--- src/rtl/mips_regfile_sb.sv ---
// Parametrised register file with optional zero register and write-to-read bypass,
// plus a per-register pending-write scoreboard for RAW hazard detection in decode.
module mips_regfile_sb #(
  parameter int DATA_W   = 32,
  parameter int ADDR_W   = 3,
  parameter int ZERO_REG = 1,
  parameter int BYPASS   = 1,
  parameter int PEND_W   = 2
) (
  input  logic              clk,
  input  logic              rst,
  input  logic [DATA_W-1:0] write_data,
  input  logic [ADDR_W-1:0] write_reg,
  input  logic              signal_reg_write,
  input  logic [ADDR_W-1:0] read_reg_1,
  input  logic [ADDR_W-1:0] read_reg_2,
  output logic [DATA_W-1:0] read_data_1,
  output logic [DATA_W-1:0] read_data_2,
  input  logic              signal_issue,
  input  logic [ADDR_W-1:0] issue_reg,
  output logic              issue_ready,
  output logic              busy_1,
  output logic              busy_2,
  output logic              sb_error
);

  localparam int DEPTH = 2 ** ADDR_W;
  localparam logic [PEND_W-1:0] CNT_MAX = '1;

  logic [DATA_W-1:0] regs [DEPTH];
  logic [PEND_W-1:0] cnt  [DEPTH];

  logic wr_en;
  logic inc_en;
  logic dec_en;
  logic underflow;

  function automatic logic is_zero(input logic [ADDR_W-1:0] idx);
    return (ZERO_REG != 0) && (idx == '0);
  endfunction

  // Register 0 (when hardwired) is excluded from both writes and tracking, so cnt[0] never moves.
  assign wr_en     = signal_reg_write & ~rst & ~is_zero(write_reg);
  assign inc_en    = signal_issue & issue_ready & ~rst & ~is_zero(issue_reg);
  assign dec_en    = wr_en & (cnt[write_reg] != '0);
  assign underflow = wr_en & (cnt[write_reg] == '0);

  assign issue_ready = (cnt[issue_reg] != CNT_MAX);
  assign busy_1      = (cnt[read_reg_1] != '0);
  assign busy_2      = (cnt[read_reg_2] != '0);

  always_comb begin
    read_data_1 = regs[read_reg_1];
    if (is_zero(read_reg_1))
      read_data_1 = '0;
    else if ((BYPASS != 0) && wr_en && (write_reg == read_reg_1))
      read_data_1 = write_data;
  end

  always_comb begin
    read_data_2 = regs[read_reg_2];
    if (is_zero(read_reg_2))
      read_data_2 = '0;
    else if ((BYPASS != 0) && wr_en && (write_reg == read_reg_2))
      read_data_2 = write_data;
  end

  always_ff @(posedge clk) begin
    if (rst) begin
      for (int i = 0; i < DEPTH; i++) begin
        regs[i] <= '0;
        cnt[i]  <= '0;
      end
      sb_error <= 1'b0;
    end else begin
      if (wr_en)
        regs[write_reg] <= write_data;
      // An issue and a retiring write to the same register cancel out.
      for (int i = 0; i < DEPTH; i++) begin
        if (inc_en && (issue_reg == ADDR_W'(i)) && !(dec_en && (write_reg == ADDR_W'(i))))
          cnt[i] <= cnt[i] + PEND_W'(1);
        else if (dec_en && (write_reg == ADDR_W'(i)) && !(inc_en && (issue_reg == ADDR_W'(i))))
          cnt[i] <= cnt[i] - PEND_W'(1);
      end
      if (underflow)
        sb_error <= 1'b1;
    end
  end

endmodule

--- config.mk ---
export PLATFORM = sky130hd
export DESIGN_NAME = mips_regfile_sb
export DESIGN_NICKNAME = d
export VERILOG_FILES = /design/src/rtl/mips_regfile_sb.sv
export SDC_FILE = /design/constraint.sdc
export NUM_CORES = 1
export LEC_CHECK = 0
export BUFFER_PORTS_ARGS = -buffer_cell sky130_fd_sc_hd__buf_2
export CAP_MARGIN = 20
export CORE_AREA = 10 10 178 222
export DETAILED_ROUTE_END_ITERATION = 8
export DIE_AREA = 0 0 188 232
export PLACE_DENSITY = 0.55
export SYNTH_ARGS = -nofsm -noshare
export SYNTH_HDL_FRONTEND = slang
export SYNTH_SLANG_ARGS = --single-unit
--- constraint.sdc ---
create_clock -name clk -period 2.12 [get_ports clk]
set_clock_uncertainty 0.2 [all_clocks]
set_input_delay 0.212 -clock clk [delete_from_list [all_inputs] [get_ports clk]]
set_output_delay 0.212 -clock clk [all_outputs]
set_load 0.05 [all_outputs]
==> impl_metrics.env <==
export IMPL_ant_nets=0
export IMPL_dpl_hpwl_um=32700
export IMPL_grt_antenna_before_repair=1
export IMPL_core_area_sq_um=35100
export IMPL_min_period_ps=2370
export IMPL_syn_inst=1387
export IMPL_portBuffers=115
export IMPL_wl_um=54700
export IMPL_cp_max_fo=2
export IMPL_drive_gt1_frac=0.378
export IMPL_worst_slack_ps=-247
export IMPL_setup_viol=88
export IMPL_cts_buffers=26
export IMPL_layout_area_seq_sq_um=7230
export IMPL_clk_pin_slew_worst_paths_ps=60
export IMPL_initial_core_util=0.395
export IMPL_first_pass_iters=5
export IMPL_drc=0
export IMPL_layout_common_cells="240 x edfxtp_1, 193 x nor2_1, 160 x and2_1"
export IMPL_grt_setup_unrepaired="true"
export IMPL_violations="setup timing"
export IMPL_overflow=0
export IMPL_stdcell_count=2139
export IMPL_clock_latency_ps=550
export IMPL_max_freq_mhz=423
export IMPL_yosysSeqAreaShare=0.522
export IMPL_min_from="rst"
export IMPL_die_h_um=232
export IMPL_track_usage=0.241
export IMPL_synth_area_sq_um=13800
export IMPL_r2r_start="cnt[0][1]"
export IMPL_period_share=1.12
export IMPL_fillers=2850
export IMPL_ios=116
export IMPL_gp_congestion=0.866
export IMPL_async_reset_ff_frac=0
export IMPL_antenna_cells=0
export IMPL_die_w_um=188
export IMPL_synth_area_per_cell_sq_um=9.98
export IMPL_synth_edf_count=240
export IMPL_synth_main_ff_cell="edfxtp_1"
export IMPL_dr_total_vias=12600
export IMPL_clkSinkCount=241
export IMPL_cts_buffer_depth=3
export IMPL_status="finished, violations left"
export IMPL_htree_levels=1
export IMPL_multiInputGateArea_sq_um=8410
export IMPL_die_area_sq_um=43600
export IMPL_numPlacedInstances=2004
export IMPL_relSlewSlack=0.427
export IMPL_drtIter0Drc=1137
export IMPL_yosys_warnings=0
export IMPL_p_per_area_nw_per_um2=659
export IMPL_cap_violations=0
export IMPL_holdCritPathClass="primary input to flop"
export IMPL_cp_data_arrival_time_ps=1950
export IMPL_crit_start="cnt[0][1]"
export IMPL_hold_viol=0
export IMPL_peakVddDrop_mv=0.561
export IMPL_viasPerCell=5.90
export IMPL_cts_tree="built"
export IMPL_cp_end_kind="output port"
export IMPL_final_nets=1693
export IMPL_syn_to_final_growth_pct=52.5
export IMPL_maxSlewViolCount=0
export IMPL_grt_first_pass_wirelength_um=81600
export IMPL_p_leak_nw=8.09
export IMPL_ys_seq_elements=241
export IMPL_ys_types=55
export IMPL_worstSetupPathType="flop to output port"
export IMPL_final_util=0.602
export IMPL_grt_pass1_vias=12900
export IMPL_tightest_slew_ps=859
export IMPL_wl_per_cell_um=25.6
export IMPL_worstSetupStartpointType="flop"
export IMPL_cts_root_buf="clkbuf_16"
export IMPL_grt_start_max_net_pins=65
export IMPL_row_count=77
export IMPL_final_common_cell="edfxtp_1"
export IMPL_critPathRequiredTime_ps=1710
-- through the flow --
stage               instance area, sq um  TNS (ps)  power (W)  hold slack, ps  setup slack (ps)
floorplan                          15300     -2030    0.00783             210              -204
global placement                   17600    -31170    0.00887             259              -310
detailed placement                 17600    -31860    0.00890             271              -340
CTS                                20700    -10420     0.0138            3.10              -237
global route                       21100    -15990     0.0143            38.2              -305
finish                             21100    -10500     0.0139            32.4              -247
-- report_power, final --
group | total, W | switching (W) | internal, W | leakage [nW]
logic | 0.00375 | 0.00221 | 0.00154 | 5.38
registers | 0.00575 | 0.000200 | 0.00555 | 2.32
clock network | 0.00440 | 0.00190 | 0.00250 | 0.397
total | 0.0139 | 0.00432 | 0.00959 | 8.09
-- synthesized netlist by cell type (2+ instances only) --
| cell type | number | area (sq um) |
|---|---|---|
| o21ai_0 | 59 | 295 |
| a211oi_1 | 5 | 37.5 |
| a21oi_1 | 133 | 666 |
| xor2_1 | 9 | 78.8 |
| or2_2 | 7 | 43.8 |
| nand2b_1 | 12 | 75.1 |
| and2_1 | 162 | 1010 |
| buf_1 | 12 | 45.0 |
| o221ai_1 | 3 | 26.3 |
| inv_1 | 2 | 7.51 |
| nor3_1 | 72 | 360 |
| and3b_1 | 2 | 17.5 |
| o21ai_1 | 4 | 20.0 |
| o221ai_2 | 4 | 60.1 |
| o22ai_1 | 67 | 419 |
| buf_6 | 2 | 22.5 |
| o22a_1 | 6 | 52.6 |
| o2bb2ai_1 | 3 | 26.3 |
| a31oi_1 | 4 | 25.0 |
| a221oi_1 | 61 | 534 |
| nor2b_1 | 2 | 12.5 |
| nand3b_1 | 3 | 22.5 |
| nand3_1 | 5 | 25.0 |
| mux4_2 | 3 | 67.6 |
| xnor2_1 | 8 | 70.1 |
| nor2_1 | 212 | 796 |
| buf_2 | 19 | 95.1 |
| and3_1 | 65 | 407 |
| clkbuf_1 | 92 | 345 |
| nand2_1 | 19 | 71.3 |
| mux2i_1 | 66 | 661 |
| edfxtp_1 | 240 | 7210 |
| o21bai_1 | 2 | 15.0 |
-- kinds of logic after synthesis --
| kind of cell | count (synthesis) | share of synthesized area |
|---|---|---|
| xor gates and xnor gates | 17 | 0.0108 |
| AOI/OAI and AO/OA | 357 | 0.163 |
| buffers and inverters | 129 | 0.0381 |
| and+or+nand+nor | 571 | 0.211 |
| DFF | 241 | 0.522 |
| other | 1 | 0.000271 |
| muxes | 71 | 0.0545 |
-- flip-flops by register name (all words and copies together) (netlist names) --
| register | count |
|---|---|
| regs | 224 |
| cnt | 16 |
| sb_error | 1 |
-- cell type report --
cell class                      instances  share of cell area
Clock buffer                           33              0.0321
Clock inverter                         15             0.00610
Inverter                                2            0.000356
Multi-Input combinational cell       1018               0.399
Sequential cell                       241               0.342
Tap cell                              474              0.0281
Timing Repair Buffer                  356               0.193
-- worst paths after layout --
kind	slack, ps	endpoint	depth (start not counted)
worst min-delay path	30	cnt[7][0]	3
worst min register to register	270	sb_error	2
worst max register to register	-240	cnt[6][0]	7
worst max-delay path	-250	busy_1	7
-- repair_timing --
| action | in CTS | in global routing |
|---|---|---|
| gates resized for setup | 340 | 77 |
| pin swaps | 125 | 68 |
| endpoints found under the setup margin | 88 | 94 |
| hold buffers | 35 | 0 |
| endpoints found under the hold margin | 227 | 0 |
| gates cloned | 11 | 0 |
| setup buffers | 34 | 14 |
-- worst max-delay path: stages (launching register included) --
cell	delay (ps)
edfxtp_1	400
or2_1	270
buf_6	130
nor2_4	70
a211oi_2	50
a211oi_2	240
a21oi_2	70
buf_6	160
-- per-layer routing --
| layer | GRT usage | share of wire |
|---|---|---|
| met5 | 0 | 0 |
| met4 | 0.0746 | 0.028 |
| met3 | 0.0302 | 0.063 |
| met1 | 0.305 | 0.40 |
| met2 | 0.421 | 0.51 |
Power figures use the tool's default switching activity.
